===== config.mk =====
export PLATFORM = sky130hd
export DESIGN_NAME = control_fsm
export DESIGN_NICKNAME = d
export VERILOG_FILES = /design/src/rtl/control_fsm.sv
export SDC_FILE = /design/constraint.sdc
export NUM_CORES = 1
export LEC_CHECK = 0
export ABC_AREA = 1
export CORE_MARGIN = 5
export CORE_UTILIZATION = 35
export DETAILED_ROUTE_END_ITERATION = 12
export GPL_TIMING_DRIVEN = 0
export HOLD_SLACK_MARGIN = 0.02
export PLACE_DENSITY = 0.59
export SKIP_CTS_REPAIR_TIMING = 1
export SYNTH_ARGS = -nofsm -noshare
export SYNTH_HDL_FRONTEND = slang
export SYNTH_SLANG_ARGS = --single-unit

===== constraint.sdc =====
create_clock -name clk -period 5.15 [get_ports clk]
set_clock_uncertainty 0.2 [all_clocks]
set_input_delay 1.03 -clock clk [delete_from_list [all_inputs] [get_ports clk]]
set_output_delay 1.03 -clock clk [all_outputs]
set_load 0.01 [all_outputs]

===== src/rtl/control_fsm.sv =====
// control_fsm: multi-cycle instruction control FSM; ILLEGAL_TRAP_EN traps illegal instructions into HALT
module control_fsm #(
  parameter int OP_W = 6
) (
  input  logic            clk,
  input  logic            rst,
  input  logic [OP_W-1:0] op_control,
  input  logic [OP_W-1:0] funct_control,
  input  logic            zero,
  output logic            store,
  output logic            w_reg,
  output logic            w_data,
  output logic [OP_W-1:0] op_alu,
  output logic [31:0]     instr_count,
  output logic            halt
);
  localparam logic [OP_W-1:0] OP_R    = OP_W'(6'b000000);
  localparam logic [OP_W-1:0] OP_J    = OP_W'(6'b000010);
  localparam logic [OP_W-1:0] OP_ADDI = OP_W'(6'b001000);
  localparam logic [OP_W-1:0] OP_BEQ  = OP_W'(6'b000100);
  localparam logic [OP_W-1:0] OP_LW   = OP_W'(6'b100011);
  localparam logic [OP_W-1:0] OP_SW   = OP_W'(6'b101011);
  localparam logic [OP_W-1:0] FN_ADD  = OP_W'(6'b100000);
  localparam logic [OP_W-1:0] ALU_NOP  = OP_W'(6'b000000);
  localparam logic [OP_W-1:0] ALU_ADD  = OP_W'(6'b000001);
  localparam logic [OP_W-1:0] ALU_ADDI = OP_W'(6'b000010);
  localparam logic [OP_W-1:0] ALU_SUB  = OP_W'(6'b000011);

  typedef enum logic [2:0] {FETCH, DECODE, EXEC, MEM, WB, HALT} state_t;

  state_t          state;
  logic [OP_W-1:0] op, funct;

  // zero only steers the datapath branch mux, never the control flow
  logic unused_zero;
  assign unused_zero = zero;

  logic            dec_add, dec_imm, dec_flow, dec_legal;
  logic [OP_W-1:0] dec_alu;
  assign dec_add   = op_control == OP_R && funct_control == FN_ADD;
  assign dec_imm   = op_control == OP_ADDI || op_control == OP_LW || op_control == OP_SW;
  assign dec_flow  = op_control == OP_BEQ || op_control == OP_J;
  assign dec_legal = dec_add || dec_imm || dec_flow;
  assign dec_alu   = dec_add ? ALU_ADD : dec_imm ? ALU_ADDI : op_control == OP_BEQ ? ALU_SUB : ALU_NOP;

  logic ex_wb, ex_mem;
  assign ex_wb  = (op == OP_R && funct == FN_ADD) || op == OP_ADDI;
  assign ex_mem = op == OP_LW || op == OP_SW;

  // state register with outputs registered for the state being entered
  always_ff @(posedge clk or posedge rst)
    if (rst) begin
      state       <= FETCH;
      op          <= '0;
      funct       <= '0;
      instr_count <= '0;
      store       <= 1'b0;
      w_reg       <= 1'b0;
      w_data      <= 1'b0;
      op_alu      <= '0;
    end else begin
      store  <= 1'b0;
      w_reg  <= 1'b0;
      w_data <= 1'b0;
      if (store) instr_count <= instr_count + 32'd1;
      case (state)
        FETCH: state <= DECODE;
        DECODE: begin
          op    <= op_control;
          funct <= funct_control;
`ifdef ILLEGAL_TRAP_EN
          if (!dec_legal) state <= HALT;
          else begin
            state  <= EXEC;
            op_alu <= dec_alu;
            store  <= dec_flow;
          end
`else
          state  <= EXEC;
          op_alu <= dec_alu;
          store  <= dec_flow || !dec_legal;
`endif
        end
        EXEC: begin
          state  <= ex_wb ? WB : ex_mem ? MEM : FETCH;
          w_reg  <= ex_wb;
          w_data <= op == OP_SW;
          store  <= ex_wb || op == OP_SW;
          if (!ex_wb && !ex_mem) op_alu <= ALU_NOP;
        end
        MEM: begin
          state  <= op == OP_LW ? WB : FETCH;
          w_reg  <= op == OP_LW;
          store  <= op == OP_LW;
          if (op != OP_LW) op_alu <= ALU_NOP;
        end
        WB: begin
          state  <= FETCH;
          op_alu <= ALU_NOP;
        end
        HALT: state <= HALT;
        default: state <= FETCH;
      endcase
    end

`ifdef ILLEGAL_TRAP_EN
  // halt flag set on entry to HALT, cleared only by reset
  always_ff @(posedge clk or posedge rst)
    if (rst) halt <= 1'b0;
    else if (state == DECODE && !dec_legal) halt <= 1'b1;
`else
  assign halt = 1'b0;
`endif
endmodule


==> impl_metrics.toml, run 1 <==
[cells_and_area]
antenna_cells = 0
final_area_um2 = 3400
largest_reg_flops = 32
largest_register = "instr_count"
drive_above_1_share = 0.07254
fill_cells = 745
final_nets = 401
largestRegisters = "instr_count x32, funct x6, op x6"
syn_to_final_growth_pct = 29.32
final_util = 0.4662

[grt]
grt_pass1_wl_um = 9742
grt_pass1_vias = 2183
antenna_found_initial = 0
grt_max_degree = 33
grt-ovfl-total = 0
grtUsageTotal = 0.1235

[route]
antenna_left = 0
wl_per_cell_um = 11.13
via_per_inst = 4.441
drt-initial-drc-count = 44
drc = 0
dr.pass1.iters = 6
detail_route.wirelength_um = 5398
vias = 2154

[critical_path]
critPathArrivalTime_ps = 1390
cp_num_cells = 1
ff2ff_path_depth = 10
path_cells = "clkdlybuf4s50_1"
cp.required_ps = 3920
crit_fanout = 7
critPathCaptureType = "primary output"
critPathTopFamily = "buffers and inverters"
crit_type = "register to primary output"
critical_path.max_stage_delay_ps = 590
critPathBufInv = 1
crit_path_start_kind = "register"
cp_slowest_cell = "clkdlybuf4s50_1"

[yosys]
synth_xor_xnor_area_share = 0.08615
yosysWarningCount = 0
synth_cell_types = 28
ys.flop_type = "dfrtp_1"
syn_inst = 323
ys_top_cells_by_area = "dfrtp_1 50%, nand2_1 13%, nor2_1 5.7%, inv_1 5.4%, xnor2_1 4.0%"
synth_top_area_cell = "dfrtp_1"
netlist.area_leader.share = 0.4950
avgSynthCellArea_um2 = 8.139
async_flop_share = 1.000
synth_mux_area_frac = 0
synth_edf_count = 0
synth_fa_ha_area_frac = 0.004760
synth_compound_area_frac = 0.03284
synth_top_family_by_area = "simple AND/OR/NAND/NOR gates"
synth.ff_latch_count = 52
netlist_area_um2 = 2629
ys_seq_area_frac = 0.4950
synth-simple-area-share = 0.3070

[die]
fp-row-count = 31
die_h_um = 96.67
core_um2 = 7292
ios = 57
die-area_um2 = 9344
initial_core_util = 0.3605
die_w_um = 96.67

[clock_tree]
clkSlewWorstSetupHoldPaths_ps = 90
clockBufferDepth = 2
cts_tree = "yes"
cts_root_buf = "clkbuf_8"
cts_made_buffers = 5
h-tree-depth = 2
clk-insertion-delay-late_ps = 300
cts.sinks = 52

[power_and_ir_drop]
powerDensity_nw_per_um2 = 348.6
total_leakage_power_nw = 1.641
peakVddDrop_mv = 0.1666

[sta]
finalSetupViolCount = 0
period_share = 0.5082
fmax_mhz = 382.1
drv_slew = 0
period_needed_ps = 2617
rsz0062_at_grt = "no"
timing.hold.ws_ps = 298.0
tns_ps = 0
hold_viol_final = 0

[run]
cap_violations = 0

[place]
placed_area_um2 = 3288
gp_congestion = 0.8437
io_buffers = 50
hpwlAfterDp_um = 4293

[min_path]
min-delay-path-class = "register to register"
hold_depth = 2

[run_status]
status = "finished clean"
stage by stage:
step                std cells  total power, mW  setup WS [ps]
detailed placement        477           0.9140           2611
global route              485            1.279           2463
CTS                       485            1.200           2495
finish                    485            1.185           2533
floorplan                 327           0.7802           2662
global placement          476           0.9036           1613
worst paths after layout:
path	start	to	slack, ps
worst min register to register	funct[1]$_DFFE_PP0P_	funct[1]$_DFFE_PP0P_	300
max in group asynchronous	rst	funct[4]$_DFFE_PP0P_	3380
worst max-delay path	store$_DFF_PP0_	store	2530
min in group asynchronous	rst	instr_count[30]$_DFFE_PP0P_	850
worst max register to register	instr_count[0]$_DFFE_PP0P_	instr_count[28]$_DFFE_PP0P_	3380
worst min-delay path	funct[1]$_DFFE_PP0P_	funct[1]$_DFFE_PP0P_	300
area by class of cell:
class,count,area [um2],share of cell area
well taps,99,123.9,0.03644
multi-input cells,229,1151,0.3386
clock buffers,5,68.82,0.02024
flip-flops and latches,52,1301,0.3828
plain buffers,7,45.04,0.01325
repair buffers,51,520.5,0.1531
clock inverters,3,42.54,0.01251
inverters,39,146.4,0.04306
metal layers:
metal	GRT usage	wire, um	part of all wire	vias to the layer above
li1	-	-	-	1108
met1	0.1476	2524	0.47	996
met2	0.2091	2538	0.47	41
met3	0.03885	230	0.043	9
met4	0.04320	105	0.019	0
met5	0	0	0	-
cells in the mapped netlist, drive strengths merged, types with 3 or more instances:
| master | count |
|---|---|
| nand3 | 20 |
| dfrtp | 52 |
| buf | 5 |
| xor2 | 13 |
| or2 | 3 |
| xnor2 | 12 |
| o21ai | 14 |
| nor2 | 45 |
| nor3 | 8 |
| nand3b | 5 |
| nand2 | 97 |
| inv | 39 |
cell families (layout without fill, tap and decap cells):
logic type | after synthesis | in the layout
buffers and inverters | 46 | 105
AO/OA/AOI/OAI | 17 | 17
adder cells (fa/ha/maj) | 1 | 1
flip-flops | 52 | 52
other | 1 | 5
XOR/XNOR | 25 | 25
AND/OR/NAND/NOR | 181 | 181
power breakdown:
part,switching (mW),internal [mW]
clock network,0.137,0.144
registers,0.0725,0.493
logic,0.193,0.146
cell usage in the layout, fill, tap and decap left out, drive strengths merged:
cell type	Yosys	routed
nand2	97	97
dfrtp	52	52
clkdlybuf4s50	0	50
nor2	45	45
inv	39	39
nand3	20	20
o21ai	14	14
xor2	13	13
xnor2	12	12
nor3	8	8
clkbuf	2	7
buf	5	6
nand3b	5	5
conb	1	5
or2	3	3
nand4	2	2
a21oi	2	2
a31oi	1	1
and3	1	1
ha	1	1
bufinv	0	1
clkinv	0	1
clkinvlp	0	1
Note: power is estimated with default switching activity, not from simulation.
==> inputs of run 2 (changes only) <==
==> constraint.sdc (replaced) <==
create_clock -name clk -period 2.7 [get_ports clk]
set_clock_uncertainty 0.2 [all_clocks]
set_input_delay 0.54 -clock clk [delete_from_list [all_inputs] [get_ports clk]]
set_output_delay 0.54 -clock clk [all_outputs]
set_load 0.01 [all_outputs]
==> results of run 2 <==
Same layout as run 1 (identical final DEF). Status: finished clean.
Main changes from that run: setup slack after placement 2611 ps -> 651.4 ps; setup slack after layout 2533 ps -> 573.0 ps; register-to-register setup slack 3380 ps -> 930 ps; total power 1.185 mW -> 2.260 mW; worst IR drop on VDD 0.1666 mV -> 0.3178 mV
